## src/rtl/jal_redirect_ctrl_if.sv

```systemverilog
// Decode/fetch bundle for the control-transfer redirect controller.
// master drives the instruction side, slave is the controller.
interface jal_redirect_ctrl_if;
  logic        iIR_VALID;
  logic [31:0] iIR;
  logic [31:0] iPC;
  logic [31:0] iRS1;
  logic        iBR_TAKEN;
  logic        iFETCH_READY;
  logic [31:0] oPC;
  logic        oREDIRECT;
  logic        oFLUSH;
  logic        oSTALL;
  logic [4:0]  oRD;
  logic [31:0] oREG_IN;
  logic        oRD_WE;
  logic        oMISALIGN;

  modport master (
    output iIR_VALID, iIR, iPC, iRS1, iBR_TAKEN, iFETCH_READY,
    input  oPC, oREDIRECT, oFLUSH, oSTALL,
    input  oRD, oREG_IN, oRD_WE, oMISALIGN
  );

  modport slave (
    input  iIR_VALID, iIR, iPC, iRS1, iBR_TAKEN, iFETCH_READY,
    output oPC, oREDIRECT, oFLUSH, oSTALL,
    output oRD, oREG_IN, oRD_WE, oMISALIGN
  );
endinterface

```

## src/rtl/jal_redirect_ctrl.sv

```systemverilog
// JAL/JALR/taken-branch redirect sequencer: target + link,
// fetch handshake, then a fixed-length wrong-path flush.
module jal_redirect_ctrl #(
  parameter logic [31:0] RESET_PC     = 32'h0,
  parameter int unsigned FLUSH_CYCLES = 2
) (
  input logic iCLK,
  input logic iRST,
  jal_redirect_ctrl_if.slave bus
);
  localparam logic [1:0] S_IDLE  = 2'd0;
  localparam logic [1:0] S_REDIR = 2'd1;
  localparam logic [1:0] S_FLUSH = 2'd2;
  localparam logic [3:0] CNT_INIT = 4'(FLUSH_CYCLES - 1);

  logic [1:0]  state_q, state_d;
  logic [31:0] pc_q, pc_d;
  logic        redir_q, redir_d;
  logic        flush_q, flush_d;
  logic [3:0]  cnt_q, cnt_d;
  logic [4:0]  rd_q, rd_d;
  logic [31:0] reg_in_q, reg_in_d;
  logic        rd_we_q, rd_we_d;
  logic        mis_q, mis_d;

  logic [31:0] ir;
  logic [31:0] j_imm, i_imm, b_imm;
  logic        is_jal, is_jalr, is_br;
  logic        take, link;
  logic [31:0] tgt;

  assign ir = bus.iIR;
  assign j_imm = {{11{ir[31]}}, ir[31], ir[19:12],
                  ir[20], ir[30:21], 1'b0};
  assign i_imm = {{20{ir[31]}}, ir[31:20]};
  assign b_imm = {{19{ir[31]}}, ir[31], ir[7],
                  ir[30:25], ir[11:8], 1'b0};

  assign is_jal  = (ir[6:0] == 7'h6F);
  assign is_jalr = (ir[6:0] == 7'h67) && (ir[14:12] == 3'd0);
  assign is_br   = (ir[6:0] == 7'h63);

  always_comb begin
    take = 1'b0;
    link = 1'b0;
    tgt  = '0;
    unique case (1'b1)
      is_jal: begin
        take = 1'b1;
        link = 1'b1;
        tgt  = bus.iPC + j_imm;
      end
      is_jalr: begin
        take = 1'b1;
        link = 1'b1;
        tgt  = (bus.iRS1 + i_imm) & ~32'h1;
      end
      is_br: begin
        take = bus.iBR_TAKEN;
        tgt  = bus.iPC + b_imm;
      end
      default: ;
    endcase
  end

  always_comb begin
    state_d  = state_q;
    pc_d     = pc_q;
    redir_d  = redir_q;
    flush_d  = flush_q;
    cnt_d    = cnt_q;
    rd_d     = rd_q;
    reg_in_d = reg_in_q;
    rd_we_d  = 1'b0;
    mis_d    = 1'b0;
    unique case (state_q)
      S_IDLE: begin
        if (bus.iIR_VALID && take) begin
          if (tgt[1]) begin
            mis_d = 1'b1;
          end else begin
            pc_d    = tgt;
            redir_d = 1'b1;
            state_d = S_REDIR;
            if (link && (ir[11:7] != 5'd0)) begin
              rd_we_d  = 1'b1;
              rd_d     = ir[11:7];
              reg_in_d = bus.iPC + 32'd4;
            end
          end
        end
      end
      S_REDIR: begin
        if (bus.iFETCH_READY) begin
          redir_d = 1'b0;
          if (FLUSH_CYCLES != 0) begin
            state_d = S_FLUSH;
            flush_d = 1'b1;
            cnt_d   = CNT_INIT;
          end else begin
            state_d = S_IDLE;
          end
        end
      end
      S_FLUSH: begin
        if (cnt_q == 4'd0) begin
          flush_d = 1'b0;
          state_d = S_IDLE;
        end else begin
          cnt_d = cnt_q - 4'd1;
        end
      end
      default: begin
        state_d = S_IDLE;
        redir_d = 1'b0;
        flush_d = 1'b0;
      end
    endcase
  end

  always_ff @(posedge iCLK) begin
    if (iRST) begin
      state_q  <= S_IDLE;
      pc_q     <= RESET_PC;
      redir_q  <= 1'b0;
      flush_q  <= 1'b0;
      cnt_q    <= '0;
      rd_q     <= '0;
      reg_in_q <= '0;
      rd_we_q  <= 1'b0;
      mis_q    <= 1'b0;
    end else begin
      state_q  <= state_d;
      pc_q     <= pc_d;
      redir_q  <= redir_d;
      flush_q  <= flush_d;
      cnt_q    <= cnt_d;
      rd_q     <= rd_d;
      reg_in_q <= reg_in_d;
      rd_we_q  <= rd_we_d;
      mis_q    <= mis_d;
    end
  end

  assign bus.oPC       = pc_q;
  assign bus.oREDIRECT = redir_q;
  assign bus.oFLUSH    = flush_q;
  assign bus.oSTALL    = (state_q != S_IDLE);
  assign bus.oRD       = rd_q;
  assign bus.oREG_IN   = reg_in_q;
  assign bus.oRD_WE    = rd_we_q;
  assign bus.oMISALIGN = mis_q;
endmodule

```

## src/flat_wrapper.sv

```systemverilog
// flat-port wrapper written by rule: the top's interface ports become plain ports
module jal_redirect_ctrl_flat 
#(
  parameter logic [31:0] RESET_PC     = 32'h0,
  parameter int unsigned FLUSH_CYCLES = 2
)
  (iCLK, iRST, bus_iIR_VALID, bus_iIR, bus_iPC, bus_iRS1, bus_iBR_TAKEN, bus_iFETCH_READY, bus_oPC, bus_oREDIRECT, bus_oFLUSH, bus_oSTALL, bus_oRD, bus_oREG_IN, bus_oRD_WE, bus_oMISALIGN);
  jal_redirect_ctrl_if bus_i ();
  input logic iCLK;
  input logic iRST;
  input wire logic [$bits(bus_i.iIR_VALID)-1:0] bus_iIR_VALID;
  input wire logic [$bits(bus_i.iIR)-1:0] bus_iIR;
  input wire logic [$bits(bus_i.iPC)-1:0] bus_iPC;
  input wire logic [$bits(bus_i.iRS1)-1:0] bus_iRS1;
  input wire logic [$bits(bus_i.iBR_TAKEN)-1:0] bus_iBR_TAKEN;
  input wire logic [$bits(bus_i.iFETCH_READY)-1:0] bus_iFETCH_READY;
  output wire logic [$bits(bus_i.oPC)-1:0] bus_oPC;
  output wire logic [$bits(bus_i.oREDIRECT)-1:0] bus_oREDIRECT;
  output wire logic [$bits(bus_i.oFLUSH)-1:0] bus_oFLUSH;
  output wire logic [$bits(bus_i.oSTALL)-1:0] bus_oSTALL;
  output wire logic [$bits(bus_i.oRD)-1:0] bus_oRD;
  output wire logic [$bits(bus_i.oREG_IN)-1:0] bus_oREG_IN;
  output wire logic [$bits(bus_i.oRD_WE)-1:0] bus_oRD_WE;
  output wire logic [$bits(bus_i.oMISALIGN)-1:0] bus_oMISALIGN;
  assign bus_i.iIR_VALID = bus_iIR_VALID;
  assign bus_i.iIR = bus_iIR;
  assign bus_i.iPC = bus_iPC;
  assign bus_i.iRS1 = bus_iRS1;
  assign bus_i.iBR_TAKEN = bus_iBR_TAKEN;
  assign bus_i.iFETCH_READY = bus_iFETCH_READY;
  assign bus_oPC = bus_i.oPC;
  assign bus_oREDIRECT = bus_i.oREDIRECT;
  assign bus_oFLUSH = bus_i.oFLUSH;
  assign bus_oSTALL = bus_i.oSTALL;
  assign bus_oRD = bus_i.oRD;
  assign bus_oREG_IN = bus_i.oREG_IN;
  assign bus_oRD_WE = bus_i.oRD_WE;
  assign bus_oMISALIGN = bus_i.oMISALIGN;
  jal_redirect_ctrl #(.RESET_PC(RESET_PC), .FLUSH_CYCLES(FLUSH_CYCLES)) u_core (.iCLK(iCLK), .iRST(iRST), .bus(bus_i));
endmodule
```

## config.mk

```make
export PLATFORM = sky130hd
export DESIGN_NAME = jal_redirect_ctrl_flat
export DESIGN_NICKNAME = d
export VERILOG_FILES = /design/src/rtl/jal_redirect_ctrl_if.sv /design/src/rtl/jal_redirect_ctrl.sv /design/src/flat_wrapper.sv
export SDC_FILE = /design/constraint.sdc
export NUM_CORES = 1
export LEC_CHECK = 0
export BUFFER_PORTS_ARGS = -buffer_cell sky130_fd_sc_hd__buf_4
export CELL_PAD_IN_SITES_DETAIL_PLACEMENT = 0
export CELL_PAD_IN_SITES_GLOBAL_PLACEMENT = 1
export CORE_MARGIN = 8
export CORE_UTILIZATION = 41
export CTS_BUF_LIST = sky130_fd_sc_hd__clkbuf_8
export CTS_CLUSTER_DIAMETER = 150
export DETAILED_ROUTE_END_ITERATION = 16
export PLACE_DENSITY_LB_ADDON = 0.1
export RECOVER_POWER = 100
export SLEW_MARGIN = 15
export SYNTH_ARGS = -nofsm -noshare
export SYNTH_HDL_FRONTEND = slang
export SYNTH_SLANG_ARGS = --single-unit
```

## constraint.sdc

```tcl
create_clock -name iCLK -period 5.3 [get_ports iCLK]
set_clock_uncertainty 0.1 [all_clocks]
set_input_delay 0.53 -clock iCLK [delete_from_list [all_inputs] [get_ports iCLK]]
set_output_delay 0.53 -clock iCLK [all_outputs]
set_load 0.1 [all_outputs]
```

After elaboration in Yosys (flattened, before gate mapping). Cells that the tools add are included. W data, S select, Z words.

Reductions and logical operators: 18. Add/subtract/negate cells: 5. Bitwise logic cells: 4. Muxes and demuxes: 20. Eq/ne operators: 10.

Operators by type and width (number): $add A32 B32 Y32 (3); $pmux W32 S3 (1); $add A32 B3 Y32 const B (1); $eq A7 B7 Y1 const B (3); $reduce_and A4 Y1 (3); $reduce_and A3 Y1 (3); $mux W1 (8); $mux W2 (4); $mux W4 (2); $pmux W4 S2 (1); $ne A2 B2 Y1 const B (3); $pmux W1 S3 (2); $pmux W2 S3 (1); $reduce_bool A5 Y1 (1); $logic_not A4 Y1 (1); $ne A2 B1 Y1 const B (2); $not A1 Y1 (4); $reduce_bool A2 Y1 (2); $reduce_or A4 Y1 (1); $sub A4 B1 Y4 const B (1); $logic_and A1 B1 Y1 (3); $logic_not A3 Y1 (1); $reduce_or A3 Y1 (1); $eq A2 B1 Y1 const B (1); 4 further kinds (4).

Bits of input ports: 101. Bits in registers: 78. Logic and storage cells: 66.

Depth between registers and ports, before layout. Gate-level depths: netlist (run 1).

Word-level depth: 7. Gate-level depth with buffers: 16. Gate-level depth less buffers: 16.

Worst setup path before layout (run 1). Ideal clock, no wire load.

Kind: input to register. Start point: input port bus_iIR[6]. End point: register u_core.pc_q[25], in the netlist u_core.bus.oPC[25]. Slack: 0.983 ns. Setup time: 0.127 ns. Stages: 15. Arrival time: 4.091 ns. Required time: 5.073 ns. Buffers on the path: 1. Path through: nor2b_1 nand4_1 nor3_1 clkbuf_1 mux2_2 ha_1 nor2b_4 o2111ai_1 a31o_2 o221ai_2 a211o_1 a32o_1 a21o_1 a2111oi_1 nor2_1.

Cells in the longest elaborated chain, start to end: 6. Elaborated cells between the ends (all ways): 10. Classes of those cells: 3 x eq/ne; 2 x mux; 1 x bitwise; 4 x reduce/logical.

Ends and longest elaborated chain: start, declared (RTL line flat_wrapper.sv:12) `input wire logic [$bits(bus_i.iIR)-1:0] bus_iIR;`; $eq A7 B7 Y1 (RTL line jal_redirect_ctrl.sv:40) `assign is_jalr = (ir[6:0] == 7'h67) && (ir[14:12] == 3'd0);`; $logic_and A1 B1 Y1 (RTL line jal_redirect_ctrl.sv:40); $reduce_or A2 Y1 (no source line); $pmux W1 S2 (RTL line jal_redirect_ctrl.sv:47) `unique case (1'b1)`; $logic_and A1 B1 Y1 (RTL line jal_redirect_ctrl.sv:78) `if (bus.iIR_VALID && take) begin`; $reduce_and A3 Y1 (no source line); end signal, assigned (RTL line jal_redirect_ctrl.sv:134) `pc_q <= pc_d;`; end, declared (RTL line jal_redirect_ctrl.sv:17) `logic [31:0] pc_q, pc_d;`.

Parallel ways exist; a longest one is shown, timed or not. A chain may end at the register's enable or synchronous reset.

Worst setup path in the final report (run 1).
Start point: input port bus_iIR[4]. End point: register u_core.pc_q[26], in the netlist u_core.bus.oPC[26].

Same word-level chain as after synthesis.

==> impl_metrics.json, run 1 <==
{
  "outcome": "finished with violations",
  "violations": "max-capacitance violations, max-slew violations",
  "fin_util_pct": 48.81,
  "core_um2": 17000,
  "synthArstFlopShare_pct": 0,
  "syn-cell-area_um2": 7023,
  "crit_buf_inv": 2,
  "cts.sinks": 78,
  "ant_nets": 0,
  "hold_path_class": "input pin to flip-flop",
  "grt_usage_pct": 20.76,
  "ios": 175,
  "end_kind": "flip-flop",
  "die_x_um": 146.9,
  "dr.pass1.iters": 5,
  "crit_top_cell": "a21oi_1",
  "r2r.worst_path.cells": 8,
  "postSynthAreaPerCell_um2": 7.847,
  "cpPeakStageDelay_ps": 520,
  "routabilityCongestion": 0.8887,
  "period_share_pct": 84.03,
  "crit_path_start_kind": "input pin",
  "grt_max_degree": 68,
  "insertion_delay_ps": 390,
  "max_slew_margin_pct": -58.28,
  "clkTransAtPathRegs_ps": 110,
  "cts_resized": 0,
  "layout.nets": 1210,
  "yosys-top-cells-area": "dfxtp_1 (22%), ha_1 (12%), nor2_1 (5.0%)",
  "cp-endpoint": "u_core.bus.oPC[26]",
  "finalWorstPathRequiredPeriod_ps": 4454,
  "yosys-top-cells-count": "nor2_1 (94), dfxtp_1 (78), ha_1 (66)",
  "yosysSeqAreaShare_pct": 22.23,
  "fmax_mhz": 224.5,
  "die_h_um": 146.9,
  "drcViolationCount": 0,
  "path_cells": "clkbuf_4 -> nor2b_1 -> nand4_1 -> nor3_1 -> clkbuf_1 -> mux2_1 -> ha_1 -> a21o_1 -> a21o_1 -> a21oi_1 -> o211ai_1 -> a21oi_1 -> a211oi_1 -> or4_1 -> nand3_1 -> a21oi_1",
  "n_antenna_cell": 0,
  "yosysTopAreaCellShare_pct": 22.23,
  "hpwl_um": 18310,
  "worst_ep_arrival_time_ps": 4640,
  "n_fill_cell": 1849,
  "pwr_density_cell_nw_per_um2": 195.2,
  "maxCapViolCount": 1,
  "tightestPinTransition_ps": 2374,
  "synth_nets": 1064,
  "cts_tree": "done",
  "cts-root-buf": "clkbuf_8",
  "grt_pass1_wl_um": 36450,
  "dieArea_um2": 21570,
  "num_rows": 48,
  "ys_ff_latch": 78,
  "cp_max_fo": 11,
  "cp_data_required_time_ps": 5480,
  "wl_um": 22880,
  "drt_iter0_markers": 446,
  "crit_path_top_delay_cell": "nor3_1",
  "vias_per_cell": 5.564,
  "holdBufCountCts": 0,
  "cts_buffers": 9,
  "cp_num_cells": 16,
  "slew_violations": 49,
  "layout-drive-gt1-share_pct": 13.67,
  "yosysUniqueCellTypes": 74,
  "grt_overflow_total": 0,
  "tns_ps": 0,
  "r2r_slack_ps": 1970,
  "clockBufferDepth": 2,
  "cp_top_family": "simple AND/OR/NAND/NOR gates",
  "synth_area_leader_cell": "dfxtp_1",
  "place_area_um2": 8458,
  "peakVddDrop_mv": 0.1116,
  "rsz0062_at_grt": "false",
  "initial_utilization_pct": 41.32,
  "grt_pass1_vias": 6843,
  "h-tree-depth": 3,
  "portBuffers": 173,
  "areaGrowthSynthToFinish_pct": 18.14,
  "crit_start": "bus_iIR[4]",
  "wl_per_cell_um": 18.00,
  "yosysMostFrequentCell": "nor2_1",
  "synthCells": 895,
  "cts_setup_buffers": 0,
  "timing.rr.end": "u_core.bus.oREG_IN[3]",
  "setup_viol": 0,
  "synth_edf_count": 0,
  "power_leakage_uw": 0.003383,
  "antenna_found_initial": 0,
  "path_class": "input pin to flip-flop",
  "dr_total_vias": 7072,
  "hold_viol": 0,
  "reg2reg_from": "u_core.state_q[1]",
  "final_area_um2": 8297,
  "synth_warnings": 0,
  "ys.flop_type": "dfxtp_1"
}
==> worst register-to-register path: stages (launching register included) <==
cell and delay, ps:
dfxtp_1 380, nor2_1 150, nand2_1 120, a211o_1 330
nand2b_1 180, a2111oi_0 410, clkbuf_2 1090, mux2i_1 300
nor2_1 70
==> worst min path at each step <==
| stage | start | endpoint | cells past startpoint |
|---|---|---|---|
| after floorplan | u_core.cnt_q[0] | u_core.cnt_q[0] | 1 |
| after global placement | u_core.bus.oPC[0] | u_core.bus.oPC[0] | 2 |
| after detailed placement | u_core.bus.oREDIRECT | u_core.bus.oREDIRECT | 2 |
| after CTS | bus_iIR[9] | u_core.bus.oRD[2] | 3 |
| after global routing | bus_iPC[2] | u_core.bus.oREG_IN[2] | 2 |
| final | bus_iIR[9] | u_core.bus.oRD[2] | 3 |
==> kinds of logic (layout without fill, tap and decap cells) <==
logic type                 Yosys count  in the layout  share of synthesized area (%)
muxes                               14             14                          2.084
other                                1              1                        0.05340
buffers and inverters               77            228                          4.668
adders and majority gates           68             68                          12.33
DFF                                 78             78                          22.23
AOI/OAI and AO/OA                  293            293                          29.27
and+or+nand+nor                    290            290                          20.13
xor gates and xnor gates            74             74                          9.229
==> cells in the final DEF (no fill, tap or decap), types with 7 or more instances in the layout <==
cell        n
nand3_1    31
o211ai_1    7
o21ai_0    51
a21o_1     43
nand4_1    13
a21oi_1    64
and3_1     12
ha_1       66
nor2_1     94
xnor2_1    35
buf_4     101
a211oi_1   33
clkbuf_8    9
dfxtp_1    78
mux2i_1     9
xor2_1     39
clkbuf_1   79
nand2b_1    8
and2_1      8
a31oi_1    16
nor2b_1     9
nor3_1     35
a221oi_1   16
nand2_1    52
inv_1      30
==> final cells by class <==
| class | count | area [um2] | area share, % |
|---|---|---|---|
| well taps | 225 | 281.5 | 3.393 |
| clock inverters | 7 | 71.32 | 0.8596 |
| flip-flops and latches | 78 | 1562 | 18.82 |
| multi-input cells | 740 | 5079 | 61.21 |
| clock buffers | 9 | 123.9 | 1.493 |
| inverters | 30 | 112.6 | 1.357 |
| repair buffers | 182 | 1067 | 12.86 |
==> flip-flops by register name (all words and copies together) (netlist names) <==
name and cells:
u_core.bus.oRD_WE 1, u_core.bus.oREDIRECT 1, u_core.bus.oPC 31, u_core.cnt_q 4, u_core.bus.oFLUSH 1, u_core.bus.oREG_IN 32, u_core.bus.oMISALIGN 1, u_core.bus.oRD 5
u_core.state_q 2
==> per-layer routing <==
layer  vias up  wire (um)  track usage (%)
met5         -          0                0
met2       226       9586            30.81
met4         0        241            5.307
met1      3222      11600            29.86
met3        15       1448            4.060
li1       3609          -                -
==> per-stage QoR <==
stage               hold WS [ps]  instances  setup WS [ps]  total power [uW]
finish                     288.1       1271          846.2              1619
global route               285.4       1271          514.6              1713
CTS                        262.4       1271           1157              1635
detailed placement         356.2       1255          742.6              1153
global placement           345.0       1255          838.0              1158
floorplan                  366.5        895          982.6             978.7
==> power by group <==
| group | leakage (uW) | internal, uW | switching, uW | total (uW) |
|---|---|---|---|---|
| Sequential | 0.000628 | 587 | 0.865 | 588 |
| Combinational | 0.00265 | 234 | 319 | 554 |
| Clock | 0.000102 | 188 | 290 | 478 |
| Total | 0.00338 | 1010 | 610 | 1620 |
No activity file was read; power rests on OpenSTA's default activity.
==> run 2, diff against run 1 <==
- clock period: 5.3 -> 4.12 ns (I/O delays scaled with it)
==> impl_metrics.json, run 2 (synthesized netlist as in run 1, its figures left out) <==
{
  "outcome": "finished with violations",
  "violations": "max-capacitance violations, max-slew violations",
  "die_x_um": 146.9,
  "portBuffers": 173,
  "setup_viol": 0,
  "r2r.worst_path.cells": 8,
  "p_int_uw": 1288,
  "tns_ps": 0,
  "drt_iter0_markers": 391,
  "ant_nets": 0,
  "crit_buf_inv": 2,
  "holdBufCountCts": 0,
  "num_rows": 48,
  "grt_usage_pct": 21.04,
  "rsz0062_at_grt": "false",
  "n_antenna_cell": 0,
  "cp_data_required_time_ps": 4280,
  "die_h_um": 146.9,
  "wl_um": 23250,
  "worst_ep_arrival_time_ps": 3940,
  "cp_num_cells": 16,
  "core_um2": 17000,
  "seqPwrFrac_pct": 37.0,
  "cts_resized": 0,
  "max_slew_margin_pct": -14.97,
  "p_comb_share_pct": 35.4,
  "layout_common_cells": "buf_4 (105), nor2_1 (94), clkbuf_1 (79)",
  "peakVddDrop_mv": 0.1285,
  "tightestPinTransition_ps": 1725,
  "p_sw_share_pct": 37.01,
  "clockBufferDepth": 2,
  "cpPeakStageDelay_ps": 360,
  "whs_path_depth": 3,
  "drcViolationCount": 0,
  "end_kind": "flip-flop",
  "ios": 175,
  "final_common_cell": "buf_4",
  "cts_setup_buffers": 0,
  "routabilityCongestion": 0.9281,
  "cp_top_family": "compound AO/OA/AOI/OAI gates",
  "h-tree-depth": 3,
  "crit_path_top_delay_cell": "mux2_2",
  "cp_max_fo": 13,
  "dieArea_um2": 21570,
  "areaGrowthSynthToFinish_pct": 18.90,
  "grt_pass1_vias": 6941,
  "largest_reg_flops": 32,
  "place_area_um2": 8521,
  "final_area_um2": 8351,
  "hold_path_class": "input pin to flip-flop",
  "cts_tree": "done",
  "dr.pass1.iters": 5,
  "p_sw_uw": 756.7,
  "period_share_pct": 91.67,
  "seq_area_um2": 1562,
  "fmax_mhz": 264.8,
  "layout.nets": 1216,
  "pwr_density_cell_nw_per_um2": 244.8,
  "hold_viol": 0,
  "grt_overflow_total": 0,
  "path_cells": "clkbuf_4 -> nor2b_1 -> nand4_1 -> nor3_2 -> buf_4 -> mux2_2 -> ha_1 -> nor2b_4 -> o2111ai_1 -> a31o_2 -> o221ai_1 -> a211o_1 -> a32o_1 -> a21o_1 -> a2111oi_1 -> nor2_1",
  "clkTransAtPathRegs_ps": 100,
  "dr_total_vias": 7149,
  "insertion_delay_ps": 380,
  "cts.sinks": 78,
  "n_fill_cell": 1822,
  "crit_path_start_kind": "input pin",
  "cts-root-buf": "clkbuf_8",
  "slew_violations": 72,
  "vias_per_cell": 5.598,
  "multiInputGateArea_um2": 5106,
  "power_leakage_uw": 0.003398,
  "grt_pass1_wl_um": 37140,
  "path_class": "input pin to flip-flop",
  "clkPwrFrac_pct": 27.6,
  "cts_buffers": 9,
  "layout-drive-gt1-share_pct": 14.54,
  "grt_max_degree": 72,
  "initial_utilization_pct": 41.32,
  "antenna_found_initial": 0,
  "wl_per_cell_um": 18.21,
  "finalWorstPathRequiredPeriod_ps": 3777,
  "finalPower_uw": 2045,
  "hpwl_um": 18500,
  "maxCapViolCount": 1
}
run 2: cell count changes in the layout (fill, tap and decap cells not counted), moves of 2 or more:
cell | before | now
inv_6 | 2 | 4
clkinvlp_4 | 0 | 2
inv_8 | 4 | 0
o21ai_0 | 51 | 49
o21ai_1 | 1 | 3
a2111oi_0 | 2 | 0
buf_4 | 101 | 105
run 2: per-stage QoR:
stage / hold slack [ps] / util (%) / setup slack, ps / cells
3_3_place_gp: 345.6 / 50.13 / 129.5 / 1261
6_report: 176.0 / 49.13 / 343.1 / 1277
2_1_floorplan: 366.5 / - / 52.75 / 895
3_5_place_dp: 350.2 / 50.13 / 22.09 / 1261
5_1_grt: 168.4 / 49.13 / 68.39 / 1277
4_1_cts: 160.0 / 51.19 / 424.0 / 1277
run 2: layout make-up:
cell class | count | share of cell area, %
Inverter | 30 | 1.349
Multi-Input combinational cell | 740 | 61.15
Sequential cell | 78 | 18.70
Clock buffer | 9 | 1.483
Timing Repair Buffer | 188 | 13.29
Tap cell | 225 | 3.371
Clock inverter | 7 | 0.6593
run 2: tightest hold or removal path: stages:
cell	delay, ps
buf_4	90
mux2i_1	60
nor2_1	70
run 2: per-layer routing:
metal  global-route usage, %  routed length, um
met5                       0                  0
met4                   5.925                336
met3                   3.968               1491
met2                   31.57               9719
met1                   29.89              11700
run 2: power by group through the flow:
stage / clock [uW] / sequential (uW) / combinational, uW
after global routing: 620 / 757 / 797
after CTS: 588 / 756 / 726
after global placement: 0 / 774 / 726
after floorplan: 0 / 787 / 473
final: 564 / 756 / 724
after detailed placement: 0 / 774 / 721
run 2: path summary, 6_finish.rpt:
check / endpoint / start / slack, ps
worst max register to register: u_core.bus.oRD[0] / u_core.state_q[1] / 1040
worst min-delay path: u_core.bus.oREG_IN[0] / bus_iPC[0] / 180
worst min register to register: u_core.bus.oPC[0] / u_core.bus.oPC[0] / 360
worst max-delay path: u_core.bus.oPC[25] / bus_iIR[4] / 340
